--- src/rtl/riscv_multicycle_controller_pkg.sv ---
// rtl/riscv_multicycle_controller_pkg.sv - shared encodings for the multicycle RV32I controller
package riscv_multicycle_controller_pkg;

  localparam logic [6:0] OP_R    = 7'b0110011;
  localparam logic [6:0] OP_I    = 7'b0010011;
  localparam logic [6:0] OP_LW   = 7'b0000011;
  localparam logic [6:0] OP_SW   = 7'b0100011;
  localparam logic [6:0] OP_BR   = 7'b1100011;
  localparam logic [6:0] OP_JAL  = 7'b1101111;
  localparam logic [6:0] OP_JALR = 7'b1100111;
  localparam logic [6:0] OP_LUI  = 7'b0110111;

  typedef enum logic [3:0] {
    FETCH, DECODE, MEMADR, MEMREAD, MEMWB, MEMWRITE, EXER,
    EXEI, ALUWB, BRANCH, JAL, JALR, LINK, LUI
  } state_t;

  localparam logic [2:0] ALU_ADD  = 3'b000;
  localparam logic [2:0] ALU_SUB  = 3'b001;
  localparam logic [2:0] ALU_AND  = 3'b010;
  localparam logic [2:0] ALU_OR   = 3'b011;
  localparam logic [2:0] ALU_XOR  = 3'b100;
  localparam logic [2:0] ALU_SLT  = 3'b101;
  localparam logic [2:0] ALU_SLTU = 3'b110;

  localparam logic [2:0] IMM_I = 3'b000;
  localparam logic [2:0] IMM_S = 3'b001;
  localparam logic [2:0] IMM_B = 3'b010;
  localparam logic [2:0] IMM_J = 3'b011;
  localparam logic [2:0] IMM_U = 3'b100;

  localparam logic [1:0] SRCA_PC    = 2'd0;
  localparam logic [1:0] SRCA_OLDPC = 2'd1;
  localparam logic [1:0] SRCA_A     = 2'd2;
  localparam logic [1:0] SRCA_ZERO  = 2'd3;

  localparam logic [1:0] SRCB_B    = 2'd0;
  localparam logic [1:0] SRCB_IMM  = 2'd1;
  localparam logic [1:0] SRCB_FOUR = 2'd2;
  localparam logic [1:0] SRCB_ZERO = 2'd3;

  localparam logic [1:0] RES_ALUOUT    = 2'd0;
  localparam logic [1:0] RES_DATA      = 2'd1;
  localparam logic [1:0] RES_ALURESULT = 2'd2;
  localparam logic [1:0] RES_IMMEXT    = 2'd3;

  function automatic logic [2:0] imm_decode(input logic [6:0] op);
    case (op)
      OP_I, OP_LW, OP_JALR: imm_decode = IMM_I;
      OP_SW:                imm_decode = IMM_S;
      OP_BR:                imm_decode = IMM_B;
      OP_JAL:               imm_decode = IMM_J;
      OP_LUI:               imm_decode = IMM_U;
      default:              imm_decode = IMM_I;
    endcase
  endfunction

endpackage

--- src/rtl/riscv_multicycle_controller_if.sv ---
// rtl/riscv_multicycle_controller_if.sv - controller <-> datapath control bundle
interface riscv_multicycle_controller_if;
  logic [6:0] op;
  logic [2:0] func3;
  logic       func7;
  logic       zero;
  logic       neg;
  logic       PCWrite;
  logic       adrSrc;
  logic       memWrite;
  logic       IRWrite;
  logic [1:0] resultSrc;
  logic [2:0] ALUControl;
  logic [1:0] ALUSrcA;
  logic [1:0] ALUSrcB;
  logic [2:0] immSrc;
  logic       regWrite;

  modport master (
    input  op, func3, func7, zero, neg,
    output PCWrite, adrSrc, memWrite, IRWrite, resultSrc, ALUControl,
           ALUSrcA, ALUSrcB, immSrc, regWrite
  );

  modport slave (
    output op, func3, func7, zero, neg,
    input  PCWrite, adrSrc, memWrite, IRWrite, resultSrc, ALUControl,
           ALUSrcA, ALUSrcB, immSrc, regWrite
  );
endinterface

--- src/rtl/riscv_alu_decoder.sv ---
// rtl/riscv_alu_decoder.sv - func3/func7 to ALUControl for register and immediate ALU ops
module riscv_alu_decoder
  import riscv_multicycle_controller_pkg::*;
(
  input  logic       isRtype,
  input  logic [2:0] func3,
  input  logic       func7,
  output logic [2:0] ALUControl
);

  // Shift encodings (001/101) fall through to add; the destination is still written.
  always_comb begin
    ALUControl = ALU_ADD;
    case (func3)
      3'b000:  ALUControl = (isRtype && func7) ? ALU_SUB : ALU_ADD;
      3'b111:  ALUControl = ALU_AND;
      3'b110:  ALUControl = ALU_OR;
      3'b100:  ALUControl = ALU_XOR;
      3'b010:  ALUControl = ALU_SLT;
      3'b011:  ALUControl = ALU_SLTU;
      default: ALUControl = ALU_ADD;
    endcase
  end

endmodule

--- src/rtl/riscv_multicycle_controller.sv ---
// rtl/riscv_multicycle_controller.sv - Moore control FSM sequencing the multicycle RV32I datapath
module riscv_multicycle_controller
  import riscv_multicycle_controller_pkg::*;
(
  input  logic                          clk,
  input  logic                          rst,
  riscv_multicycle_controller_if.master ctrl
);

  state_t     state, state_nxt;
  logic [2:0] alu_dec;
  logic       br_taken;

  riscv_alu_decoder u_alu_decoder (
    .isRtype    (ctrl.op == OP_R),
    .func3      (ctrl.func3),
    .func7      (ctrl.func7),
    .ALUControl (alu_dec)
  );

  always_ff @(posedge clk) begin
    if (rst) state <= FETCH;
    else     state <= state_nxt;
  end

  // Branch compare uses the sign bit of A-B directly; signed overflow is not corrected.
  always_comb begin
    br_taken = 1'b0;
    case (ctrl.func3)
      3'b000:  br_taken = ctrl.zero;
      3'b001:  br_taken = ~ctrl.zero;
      3'b100:  br_taken = ctrl.neg;
      3'b101:  br_taken = ~ctrl.neg;
      default: br_taken = 1'b0;
    endcase
  end

  always_comb begin
    state_nxt = FETCH;
    case (state)
      FETCH:  state_nxt = DECODE;
      DECODE: begin
        case (ctrl.op)
          OP_R:         state_nxt = EXER;
          OP_I:         state_nxt = EXEI;
          OP_LW, OP_SW: state_nxt = MEMADR;
          OP_BR:        state_nxt = BRANCH;
          OP_JAL:       state_nxt = JAL;
          OP_JALR:      state_nxt = JALR;
          OP_LUI:       state_nxt = LUI;
          default:      state_nxt = FETCH;
        endcase
      end
      MEMADR:  state_nxt = (ctrl.op == OP_LW) ? MEMREAD : MEMWRITE;
      MEMREAD: state_nxt = MEMWB;
      EXER:    state_nxt = ALUWB;
      EXEI:    state_nxt = ALUWB;
      JAL:     state_nxt = LINK;
      JALR:    state_nxt = LINK;
      default: state_nxt = FETCH;
    endcase
  end

  always_comb begin
    ctrl.PCWrite    = 1'b0;
    ctrl.adrSrc     = 1'b0;
    ctrl.memWrite   = 1'b0;
    ctrl.IRWrite    = 1'b0;
    ctrl.resultSrc  = RES_ALUOUT;
    ctrl.ALUControl = ALU_ADD;
    ctrl.ALUSrcA    = SRCA_PC;
    ctrl.ALUSrcB    = SRCB_B;
    ctrl.immSrc     = imm_decode(ctrl.op);
    ctrl.regWrite   = 1'b0;
    case (state)
      FETCH: begin
        ctrl.IRWrite   = 1'b1;
        ctrl.PCWrite   = 1'b1;
        ctrl.ALUSrcB   = SRCB_FOUR;
        ctrl.resultSrc = RES_ALURESULT;
        ctrl.immSrc    = IMM_I;
      end
      DECODE: begin
        ctrl.ALUSrcA = SRCA_OLDPC;
        ctrl.ALUSrcB = SRCB_IMM;
      end
      MEMADR: begin
        ctrl.ALUSrcA = SRCA_A;
        ctrl.ALUSrcB = SRCB_IMM;
      end
      MEMREAD:  ctrl.adrSrc = 1'b1;
      MEMWB: begin
        ctrl.resultSrc = RES_DATA;
        ctrl.regWrite  = 1'b1;
      end
      MEMWRITE: begin
        ctrl.adrSrc   = 1'b1;
        ctrl.memWrite = 1'b1;
      end
      EXER: begin
        ctrl.ALUSrcA    = SRCA_A;
        ctrl.ALUControl = alu_dec;
      end
      EXEI: begin
        ctrl.ALUSrcA    = SRCA_A;
        ctrl.ALUSrcB    = SRCB_IMM;
        ctrl.ALUControl = alu_dec;
      end
      ALUWB:    ctrl.regWrite = 1'b1;
      BRANCH: begin
        ctrl.ALUSrcA    = SRCA_A;
        ctrl.ALUControl = ALU_SUB;
        ctrl.PCWrite    = br_taken;
      end
      JAL:      ctrl.PCWrite = 1'b1;
      JALR: begin
        ctrl.ALUSrcA   = SRCA_A;
        ctrl.ALUSrcB   = SRCB_IMM;
        ctrl.resultSrc = RES_ALURESULT;
        ctrl.PCWrite   = 1'b1;
      end
      LINK: begin
        ctrl.ALUSrcA   = SRCA_OLDPC;
        ctrl.ALUSrcB   = SRCB_FOUR;
        ctrl.resultSrc = RES_ALURESULT;
        ctrl.regWrite  = 1'b1;
      end
      LUI: begin
        ctrl.resultSrc = RES_IMMEXT;
        ctrl.immSrc    = IMM_U;
        ctrl.regWrite  = 1'b1;
      end
      default: ;
    endcase
    // Reset may land mid-instruction, so the state alone cannot be trusted while rst is high.
    if (rst) begin
      ctrl.PCWrite    = 1'b0;
      ctrl.IRWrite    = 1'b0;
      ctrl.memWrite   = 1'b0;
      ctrl.regWrite   = 1'b0;
      ctrl.adrSrc     = 1'b0;
      ctrl.ALUSrcA    = SRCA_PC;
      ctrl.ALUSrcB    = SRCB_FOUR;
      ctrl.ALUControl = ALU_ADD;
      ctrl.resultSrc  = RES_ALURESULT;
      ctrl.immSrc     = IMM_I;
    end
  end

endmodule

--- src/flat_wrapper.sv ---
// flat-port wrapper written by rule: the top's interface ports become plain ports
module riscv_multicycle_controller_flat import riscv_multicycle_controller_pkg::*;
  (clk, rst, ctrl_op, ctrl_func3, ctrl_func7, ctrl_zero, ctrl_neg, ctrl_PCWrite, ctrl_adrSrc, ctrl_memWrite, ctrl_IRWrite, ctrl_resultSrc, ctrl_ALUControl, ctrl_ALUSrcA, ctrl_ALUSrcB, ctrl_immSrc, ctrl_regWrite);
  riscv_multicycle_controller_if ctrl_i ();
  input  logic clk;
  input  logic rst;
  input wire logic [$bits(ctrl_i.op)-1:0] ctrl_op;
  input wire logic [$bits(ctrl_i.func3)-1:0] ctrl_func3;
  input wire logic [$bits(ctrl_i.func7)-1:0] ctrl_func7;
  input wire logic [$bits(ctrl_i.zero)-1:0] ctrl_zero;
  input wire logic [$bits(ctrl_i.neg)-1:0] ctrl_neg;
  output wire logic [$bits(ctrl_i.PCWrite)-1:0] ctrl_PCWrite;
  output wire logic [$bits(ctrl_i.adrSrc)-1:0] ctrl_adrSrc;
  output wire logic [$bits(ctrl_i.memWrite)-1:0] ctrl_memWrite;
  output wire logic [$bits(ctrl_i.IRWrite)-1:0] ctrl_IRWrite;
  output wire logic [$bits(ctrl_i.resultSrc)-1:0] ctrl_resultSrc;
  output wire logic [$bits(ctrl_i.ALUControl)-1:0] ctrl_ALUControl;
  output wire logic [$bits(ctrl_i.ALUSrcA)-1:0] ctrl_ALUSrcA;
  output wire logic [$bits(ctrl_i.ALUSrcB)-1:0] ctrl_ALUSrcB;
  output wire logic [$bits(ctrl_i.immSrc)-1:0] ctrl_immSrc;
  output wire logic [$bits(ctrl_i.regWrite)-1:0] ctrl_regWrite;
  assign ctrl_i.op = ctrl_op;
  assign ctrl_i.func3 = ctrl_func3;
  assign ctrl_i.func7 = ctrl_func7;
  assign ctrl_i.zero = ctrl_zero;
  assign ctrl_i.neg = ctrl_neg;
  assign ctrl_PCWrite = ctrl_i.PCWrite;
  assign ctrl_adrSrc = ctrl_i.adrSrc;
  assign ctrl_memWrite = ctrl_i.memWrite;
  assign ctrl_IRWrite = ctrl_i.IRWrite;
  assign ctrl_resultSrc = ctrl_i.resultSrc;
  assign ctrl_ALUControl = ctrl_i.ALUControl;
  assign ctrl_ALUSrcA = ctrl_i.ALUSrcA;
  assign ctrl_ALUSrcB = ctrl_i.ALUSrcB;
  assign ctrl_immSrc = ctrl_i.immSrc;
  assign ctrl_regWrite = ctrl_i.regWrite;
  riscv_multicycle_controller u_core (.clk(clk), .rst(rst), .ctrl(ctrl_i));
endmodule
--- config.mk ---
export PLATFORM = sky130hd
export DESIGN_NAME = riscv_multicycle_controller_flat
export DESIGN_NICKNAME = d
export VERILOG_FILES = /design/src/rtl/riscv_multicycle_controller_pkg.sv /design/src/rtl/riscv_multicycle_controller_if.sv /design/src/rtl/riscv_alu_decoder.sv /design/src/rtl/riscv_multicycle_controller.sv /design/src/flat_wrapper.sv
export SDC_FILE = /design/constraint.sdc
export NUM_CORES = 1
export LEC_CHECK = 0
export BUFFER_PORTS_ARGS = -buffer_cell sky130_fd_sc_hd__buf_4
export CAP_MARGIN = 20
export CORE_MARGIN = 4
export CORE_UTILIZATION = 47
export CTS_CLUSTER_SIZE = 8
export DETAILED_ROUTE_END_ITERATION = 8
export PLACE_DENSITY_LB_ADDON = 0.08
export SYNTH_ARGS = -nofsm -noshare
export SYNTH_HDL_FRONTEND = slang
export SYNTH_HIERARCHICAL = 1
export SYNTH_SLANG_ARGS = --single-unit
--- constraint.sdc ---
create_clock -name clk -period 1.7 [get_ports clk]
set_clock_uncertainty 0.2 [all_clocks]
set_input_delay 0.255 -clock clk [delete_from_list [all_inputs] [get_ports clk]]
set_output_delay 0.255 -clock clk [all_outputs]
set_load 0.03 [all_outputs]
==> metrics.txt, run 1 <==
status=aborted with a tool error; Last stage=global routing; Error Message=[ERROR DPL-0038] Utilization greater than 100%, impossible to legalize; area leader, netlist=dfxtp_1; root buf cell=clkbuf_4; H-tree depth=1; asr flop ratio synth=0%; Chip Width=48.4 um; HPWL after detailed placement=1.92 mm; Synth area leaders=dfxtp_1 10%, buf_6 5.9%, nor3_1 5.2%, nor2b_1 4.9%, a21oi_1 4.6%; worst ep type=primary output; sequential area share after synthesis=10.5%; Port Buf Inserts=31; Syn Area/Cell=7.09 um2; GR repair worst EP=ctrl_PCWrite; Initial Util=50.2%; # clock sinks=4; post-synth cell types=42; Yosys reg bits=4; dominant synthesized flop cell=dfxtp_1; Syn Std Cell Area=766 um2; Yosys Warn Count=6; CTS Buffer Depth=2; RD Place Congestion=0.832; row count=14; die height=48.4 um; Post-synth EDFFs=0; I/O Pins=32; cell count after synthesis=108; CTS buffer count=3; Post-Syn Nets=123; Synth top cells by count=8 x nor2_1, 8 x nor3_1, 7 x a21oi_1; Synth top area share=10.5%; largest net degree at the start of global routing=15
-- cells by family after synthesis --
kind of cell | count (synthesis) | synth area share (%)
AO/OA/AOI/OAI | 25 | 21.6
XOR/XNOR | 2 | 2.29
buffers and inverters | 15 | 14.9
flip-flops | 4 | 10.5
multiplexers | 1 | 1.96
AND/OR/NAND/NOR | 61 | 48.9
-- metrics by stage --
step           cell area, um2  std cells  worst slack, ns  util (%)  hold slack [ns]
4_1_cts                  1500        187           -0.314      98.7            0.239
3_5_place_dp             1220        173           -0.349      80.1            0.485
3_3_place_gp             1220        173           -0.340      80.1            0.471
2_1_floorplan             857        108           -0.217         -            0.249
-- what timing repair did --
item	in CTS
hold buffers	0
endpoints found under the hold margin	0
setup buffers	11
gates resized for setup	45
endpoints found under the setup margin	17
pin swaps	10
==> run 2: changes to the inputs <==
- CORE_AREA: not set -> 4 4 65 67
- CORE_MARGIN: 4 -> not set
- CORE_UTILIZATION: 47 -> not set
- CTS_CLUSTER_SIZE: 8 -> not set
- DIE_AREA: not set -> 0 0 69 71
- PLACE_DENSITY_LB_ADDON: 0.08 -> 0.15
==> run 2 against run 1 <==
The flow now finishes, with violations (negative setup slack); synthesized cell count unchanged; synthesized area unchanged.
==> metrics.txt, run 2 <==
commonest non-fill, non-tap cell in the layout=buf_4; area leader, netlist=dfxtp_1; GRT Residual Overflow=0; die height=71 um; Synth top cells by count=8 x nor2_1, 8 x nor3_1, 7 x a21oi_1; failing checks=negative setup slack; largest reg by FF count=u_core/state; dominant synthesized flop cell=dfxtp_1; Chip Width=69 um; Power Internal=411 uW; final hold vios=0; I/O Pins=32; Crit. Startpoint=ctrl_func3[2]; clock power share=32.4%; CTS tree=done; initial DRC count=32; row count=22; # clock sinks=4; max_slew headroom=81.2%; CP arrival=1.55 ns; # fillers=371; # DRC=0; Critical Path Sink Type=output pin; Yosys reg bits=4; CP Cell Sequence=buf_6 -> mux2_4 -> or4b_4 -> a311oi_4 -> buf_6; Worst R2R End=u_core/state[3]$_SDFF_PP0_; unrepaired setup endpoints after global routing=yes; die area=4900 um2; Switching Power=198 uW; Peak VDD IR=0.126 mV; Final setup viols=14; Place WS=-0.352 ns; sequential area share after synthesis=10.5%; area of the multi-input gates=857 um2; post-synth cell types=42; status=complete, but fails checks; register share of total power=16.6%; root buf cell=clkbuf_8; CTS Buffer Depth=2; via count=1,028; biggest regs=u_core/state: 4 flops; Synth top area share=10.5%; Fmax=498 MHz; initial antenna violation count=0; Crit-path slowest cell=or4b_4; Post-DRT Antenna Nets=0; Leak=0.000732 uW; max_cap viols=0; Yosys Warn Count=6; Post-Syn Nets=123; Post-synth EDFFs=0; FF-to-FF setup slack=0.08 ns; WL per Instance=12.2 um; Final #Nets=194; Worst Reg-to-Reg Cells=7; vias per std cell=4.57; Tmin final=2.01 ns; most frequent cells in the layout=45 x buf_4, 27 x buf_6, 6 x nor2_1, 6 x nand2_1, 5 x a21oi_2; CTS buffer count=3; max reg flops=4; Crit path top cell by count=buf_6; Synth area leaders=dfxtp_1 10%, buf_6 5.9%, nor3_1 5.2%, nor2b_1 4.9%, a21oi_1 4.6%; HPWL after detailed placement=2.11 mm; global-route wire length before repair=4.64 mm; hold_ws=0.278 ns; clk_lat worst skew=0.22 ns; register area=92.6 um2; H-tree depth=1; fin. max-slew vios=0; share of cells above drive strength 1=71.2%; largest fanout on the critical path=2; number of global-route vias before repair=1,041; Worst setup endpoint=ctrl_PCWrite; worst min path class=in -> reg; Pwr Density=343 nW/um2; CP peak stage delay=0.52 ns; post-route clock period utilization=118%; cell count after synthesis=108; Area growth syn-to-layout=132%; DRT Pass-1 Iters=4; Port Buf Inserts=31; Sw Share=32.5%; core footprint=3630 um2; Initial Util=21.1%; Syn Std Cell Area=766 um2; R2R Path Start=u_core/state[2]$_SDFF_PP0_; largest net degree at the start of global routing=15; data required time of the worst path=1.24 ns; Overall Global Routing Usage=11.2%; CTS clk-pin slew, worst paths=0.03 ns; worst setup path class=in -> out; antenna cells=0; asr flop ratio synth=0%; share of total power in combinational logic=51.0%; Routed Wire Length=2.76 mm; Critical Path Start Type=primary input; Syn Area/Cell=7.09 um2; post-route setup slack=-0.309 ns; RD Place Congestion=0.731; worst slew pin tran=0.279 ns
==> run 2: critical path: cells and delay by family <==
kind / cells / cell delay, ns
AOI/OAI and AO/OA: 1 / 0.22
muxes: 1 / 0.29
buffers and inverters: 2 / 0.26
and+or+nand+nor: 1 / 0.52
==> run 2: worst min-delay path by stage <==
stage	startpoint	to	slack, ns	depth (start not counted)
2_1_floorplan	rst	u_core/state[2]$_SDFF_PP0_	0.25	2
3_3_place_gp	u_core/state[2]$_SDFF_PP0_	u_core/state[2]$_SDFF_PP0_	0.47	3
3_5_place_dp	u_core/state[2]$_SDFF_PP0_	u_core/state[2]$_SDFF_PP0_	0.47	3
4_1_cts	ctrl_op[6]	u_core/state[0]$_SDFF_PP0_	0.28	5
5_1_grt	ctrl_op[5]	u_core/state[3]$_SDFF_PP0_	0.32	4
6_report	ctrl_op[6]	u_core/state[0]$_SDFF_PP0_	0.28	5
==> run 2: power by group through the flow <==
stage,clock network (uW),registers (uW),logic [uW]
5_1_grt,208,102,335
3_5_place_dp,0,104,236
3_3_place_gp,0,104,234
6_report,197,101,311
4_1_cts,204,101,284
2_1_floorplan,0,102,128
==> run 2: cells by family (layout without fill, tap and decap cells) <==
group | Yosys count | count (layout) | synth area share (%)
AO/OA/AOI/OAI | 25 | 25 | 21.6
flip-flops | 4 | 4 | 10.5
buffers and inverters | 15 | 84 | 14.9
XOR/XNOR | 2 | 2 | 2.29
multiplexers | 1 | 1 | 1.96
AND/OR/NAND/NOR | 61 | 61 | 48.9
==> run 2: timing repair <==
| action | CTS | global route |
|---|---|---|
| pin swaps | 14 | 8 |
| resized for setup | 61 | 15 |
| buffers inserted | 6 | 6 |
| setup endpoints to repair | 17 | 17 |
| hold buffers | 0 | 0 |
==> run 2: final cells by class <==
cell class	count	area share [%]
Clock buffer	3	2.32
Inverter	5	1.06
Sequential cell	4	5.21
Timing Repair Buffer	76	39.8
Tap cell	48	3.38
Multi-Input combinational cell	89	48.2
==> run 2: layer usage <==
metal	track usage [%]	routed length, um	vias to the layer above
li1	-	-	540
met1	13.2	1170	461
met2	20.8	1440	25
met3	1.56	129	2
met4	3.90	14	0
met5	0	0	-
==> run 2: metrics by stage <==
| stage | instance area (um2) | power (uW) | utilization, % | setup TNS (ns) | cells |
|---|---|---|---|---|---|
| after floorplan | 857 | 229 | - | -0.371 | 108 |
| after CTS | 1640 | 589 | 45.2 | -1.87 | 219 |
| after global routing | 1780 | 646 | 48.9 | -2.78 | 225 |
| after detailed placement | 1300 | 340 | 35.7 | -0.950 | 210 |
| after global placement | 1300 | 338 | 35.7 | -0.856 | 210 |
| final | 1780 | 609 | 48.9 | -1.93 | 225 |
(Power assumes the default switching activity.)
==> run 3: changes to the inputs <==
- RECOVER_POWER: not set -> 25
- REMOVE_ABC_BUFFERS: not set -> 1
==> run 3 against run 2 <==
Non-clock buffer count unchanged; the flow still finishes with violations (negative setup slack); cell area decreased by 2.0%; global-route usage rose by 0.34 points; sequential share of layout area increased by 0.25 points; critical path depth unchanged; sequential cell count unchanged; count of clock-buffer cells in the layout did not move; hold slack worse by 0.0081 ns; sequential power about the same; register-to-register slack better by 0.03 ns; cell count unchanged; die area did not move.
==> metrics.txt, run 3 (synthesized netlist as in run 2, its figures left out) <==
Critical Path Start Type=primary input; fin. max-slew vios=0; largest fanout on the critical path=2; FF-to-FF setup slack=0.11 ns; largest reg by FF count=u_core/state; worst min path class=in -> reg; Initial Util=21.1%; CP arrival=1.59 ns; Worst R2R End=u_core/state[3]$_SDFF_PP0_; I/O Pins=32; Routed Wire Length=3.13 mm; CTS tree=done; # fillers=373; commonest non-fill, non-tap cell in the layout=buf_4; H-tree depth=1; Pwr Density=365 nW/um2; die height=71 um; root buf cell=clkbuf_8; GRT met1 Usage=13.6%; busiest layer in global routing=met2; max reg flops=4; # DRC=0; row count=22; initial DRC count=29; DRT Pass-1 Iters=4; die area=4900 um2; max_cap viols=0; Hold Path Stages=5; Chip Width=69 um; failing checks=negative setup slack; post-route setup slack=-0.346 ns; met3 usage=1.99%; global-route wire length before repair=4.77 mm; status=complete, but fails checks; CTS clk-pin slew, worst paths=0.03 ns; M2 GR Usage=20.9%; WL per Instance=13.9 um; max_slew headroom=80.0%; most frequent cells in the layout=47 x buf_4, 22 x buf_6, 7 x nor2_1; worst setup path class=in -> out; Area growth syn-to-layout=127%; Final #Nets=194; number of global-route vias before repair=1,065; RD Place Congestion=0.768; antenna cells=0; # clock sinks=4; Power, Total=634 uW; Port Buf Inserts=31; Hold Crit Start=ctrl_op[6]; Setup TNS Final=-1.69 ns; Tmin final=2.05 ns; Final setup viols=14; R2R Path Start=u_core/state[0]$_SDFF_PP0_; hold path endpoint=u_core/state[0]$_SDFF_PP0_; initial antenna violation count=0; CTS Buffer Depth=2; Leak=0.000724 uW; CTS buffer count=3; Critical Path Sink Type=output pin; Worst Reg-to-Reg Cells=7; worst slew pin tran=0.295 ns; Fmax=489 MHz; final hold vios=0; share of cells above drive strength 1=67.8%; unrepaired setup endpoints after global routing=yes; Post-DRT Antenna Nets=0; core footprint=3630 um2; clk_lat worst skew=0.22 ns; Overall Global Routing Usage=11.6%; Peak VDD IR=0.160 mV; register area=95.1 um2; via count=1,063; area of the multi-input gates=807 um2; GRT Residual Overflow=0; biggest regs=u_core/state: 4 flops; vias per std cell=4.72; largest net degree at the start of global routing=15; post-route clock period utilization=120%; data required time of the worst path=1.24 ns; HPWL after detailed placement=2.00 mm
[run 3: cell types whose count changed in the layout (fill, tap and decap cells not counted), sizes merged]
cell / delta
buf: -2
clkbuf: +2
[run 3: worst max-delay path by stage]
stage,startpoint,endpoint,slack (ns),depth (start not counted)
after floorplan,u_core/state[3]$_SDFF_PP0_,ctrl_immSrc[0],-0.66,3
after global placement,ctrl_op[6],ctrl_ALUControl[0],-0.37,9
after detailed placement,ctrl_func3[2],ctrl_PCWrite,-0.39,5
after CTS,ctrl_func3[2],ctrl_PCWrite,-0.34,5
after global routing,ctrl_func3[2],ctrl_PCWrite,-0.40,5
final,ctrl_func3[2],ctrl_PCWrite,-0.35,5
[run 3: timing repair]
action	in CTS	in global routing
setup endpoints to repair	17	18
pin swaps	14	16
buffers inserted	6	13
resized for setup	45	38
hold buffers	0	0
cloned	0	1
[run 3: per-stage QoR]
step                      worst slack (ns)  cell area (um2)  hold WS (ns)  utilization (%)  instances
after global routing                -0.398             1740         0.318             47.9        225
after CTS                           -0.343             1440         0.260             39.7        212
after global placement              -0.368             1160         0.502             31.9        203
after detailed placement            -0.385             1160         0.502             31.9        203
final                               -0.346             1740         0.270             47.9        225
after floorplan                     -0.660              671         0.212                -         98
[run 3: worst max-delay path: stages]
cell and delay [ns]:
buf_6 0.10, mux2_4 0.29, or4b_4 0.54, a311oi_2 0.22, buf_4 0.20
[run 3: final cells by class]
type | instances | area share, %
Multi-Input combinational cell | 89 | 46.4
Timing Repair Buffer | 76 | 41.3
Sequential cell | 4 | 5.46
Tap cell | 48 | 3.45
Clock buffer | 3 | 2.37
Inverter | 5 | 1.08
[run 3: where the power goes]
group	total, uW	switching [uW]	internal (uW)
combinational	336	147	189
sequential	99.2	6.01	93.2
clock	199	48.4	151
[run 3: layer usage]
| metal | vias to the layer above | part of all wire (%) |
|---|---|---|
| met2 | 21 | 55 |
| li1 | 546 | - |
| met5 | - | 0 |
| met1 | 494 | 42 |
| met3 | 2 | 2.9 |
| met4 | 0 | 0.45 |
==> run 4: changes to the inputs <==
==> constraint.sdc (replaced) <==
create_clock -name clk -period 1.7 [get_ports clk]
set_clock_uncertainty 0.2 [all_clocks]
set_input_delay 0.34 -clock clk [delete_from_list [all_inputs] [get_ports clk]]
set_output_delay 0.34 -clock clk [all_outputs]
set_load 0.03 [all_outputs]
==> run 4 against run 3 <==
The flow still finishes with violations (negative setup slack); routed wire length shrank 6.2%; clock power is 4% lower; cell area is 5.3% lower; cell count did not move; highest routed layer unchanged.
==> metrics.txt, run 4 (synthesized netlist as in run 2, its figures left out) <==
Switching Power=178 uW; Overall Global Routing Usage=11.6%; WL per Instance=13.1 um; largest reg by FF count=u_core/state; worst min path class=in -> reg; fin area=1650 um2; core footprint=3630 um2; Leak=0.000704 uW; Pwr Density=352 nW/um2; critical path's top delay family=simple AND/OR/NAND/NOR gates; Routed Wire Length=2.94 mm; register share of total power=17.0%; status=complete, but fails checks; Fmax=457 MHz; Critical Path Start Type=primary input; CP peak stage delay=0.53 ns; CTS tree=done; CTS clk-pin slew, worst paths=0.03 ns; failing checks=negative setup slack; H-tree depth=1; largest net degree at the start of global routing=15; initial antenna violation count=0; data required time of the worst path=1.16 ns; initial DRC count=31; CTS Hold Buffers Added=0; vias per std cell=4.70; worst path bufs/invs=2; Critical Path Sink Type=output pin; RD Place Congestion=0.712; CP arrival=1.65 ns; # DRC=0; global-route wire length before repair=4.77 mm; row count=22; CP Cell Sequence=buf_6 -> mux2_4 -> or4b_4 -> a311oi_2 -> buf_4; via count=1,058; CTS Buffer Depth=2; die height=71 um; biggest regs=u_core/state: 4 flops; final hold vios=0; Port Buf Inserts=31; clock power share=33.0%; Post-DRT Antenna Nets=0; max_slew headroom=77.3%; Tmin final=2.19 ns; HPWL after detailed placement=2.00 mm; Crit-path slowest cell=or4b_4; GRT Residual Overflow=0; Final #Nets=194; Initial Util=21.1%; post-route setup slack=-0.489 ns; Final setup viols=17; Power, Total=581 uW; # clock sinks=4; Area growth syn-to-layout=115%; unrepaired setup endpoints after global routing=yes; DRT Pass-1 Iters=4; Sw Share=30.6%; fin. max-slew vios=0; share of cells above drive strength 1=63.3%; share of total power in combinational logic=49.9%; clk_lat worst skew=0.21 ns; CTS buffer count=3; worst setup path class=in -> out; worst slew pin tran=0.337 ns; Peak VDD IR=0.150 mV; most frequent cells in the layout=51 x buf_4, 17 x buf_6, 7 x nor2_1; number of global-route vias before repair=1,008; root buf cell=clkbuf_8; I/O Pins=32; post-route clock period utilization=129%; die area=4900 um2; largest fanout on the critical path=2; max_cap viols=0; # fillers=386; Chip Width=69 um; Placed Area=1170 um2; antenna cells=0; commonest non-fill, non-tap cell in the layout=buf_4; max reg flops=4; Power Internal=403 uW
run 4: final cells by class:
class                      count  area (um2)  share of cell area [%]
tap                           48        60.1                    3.64
timing repair buffer          76         709                    43.1
multi-input combinational     89         723                    43.9
sequential                     4        95.1                    5.77
inverter                       5        18.8                    1.14
clock buffer                   3        41.3                    2.51
run 4: tightest hold or removal path: cells and delay by family:
family / cells / cell delay, ns
simple gates: 2 / 0.13
compound gates: 1 / 0.07
buf+inv: 2 / 0.18
run 4: path summary, 6_finish.rpt:
kind                                            startpoint                          to  slack [ns]  depth (start not counted)
worst max-delay path                         ctrl_func3[2]                ctrl_PCWrite       -0.49                          5
worst min-delay path                            ctrl_op[6]  u_core/state[0]$_SDFF_PP0_        0.35                          5
worst max register to register  u_core/state[0]$_SDFF_PP0_  u_core/state[2]$_SDFF_PP0_        0.08                          6
worst min register to register  u_core/state[1]$_SDFF_PP0_  u_core/state[2]$_SDFF_PP0_        0.61                          3
run 4: through the flow:
step | cells | TNS, ns | util (%) | setup WS [ns] | hold slack, ns
2_1_floorplan | 98 | -5.27 | - | -0.745 | 0.297
3_3_place_gp | 203 | -1.86 | 32.2 | -0.539 | 0.574
3_5_place_dp | 203 | -2.10 | 32.2 | -0.542 | 0.577
4_1_cts | 215 | -3.21 | 41.0 | -0.496 | 0.355
5_1_grt | 225 | -4.09 | 45.4 | -0.520 | 0.376
6_report | 225 | -2.97 | 45.4 | -0.489 | 0.352
run 4: per-layer routing:
metal | routed length [um] | GRT usage, %
met5 | 0 | 0
met4 | 14 | 4.56
met3 | 101 | 1.85
met2 | 1500 | 19.7
met1 | 1320 | 14.6
run 4: what timing repair did:
item                                    CTS  global route
endpoints found under the setup margin   17            17
endpoints found under the hold margin     0             0
gates cloned                              2             0
pin swaps                                12            24
gates resized for setup                  48            21
buffers inserted                          8            12
run 4: power groups by stage:
| stage | Sequential (uW) | Clock [uW] | Combinational, uW |
|---|---|---|---|
| after floorplan | 107 | 0 | 91.6 |
| after global placement | 102 | 0 | 207 |
| after detailed placement | 102 | 0 | 208 |
| after CTS | 101 | 198 | 261 |
| after global routing | 99.9 | 213 | 313 |
| final | 99.0 | 192 | 290 |
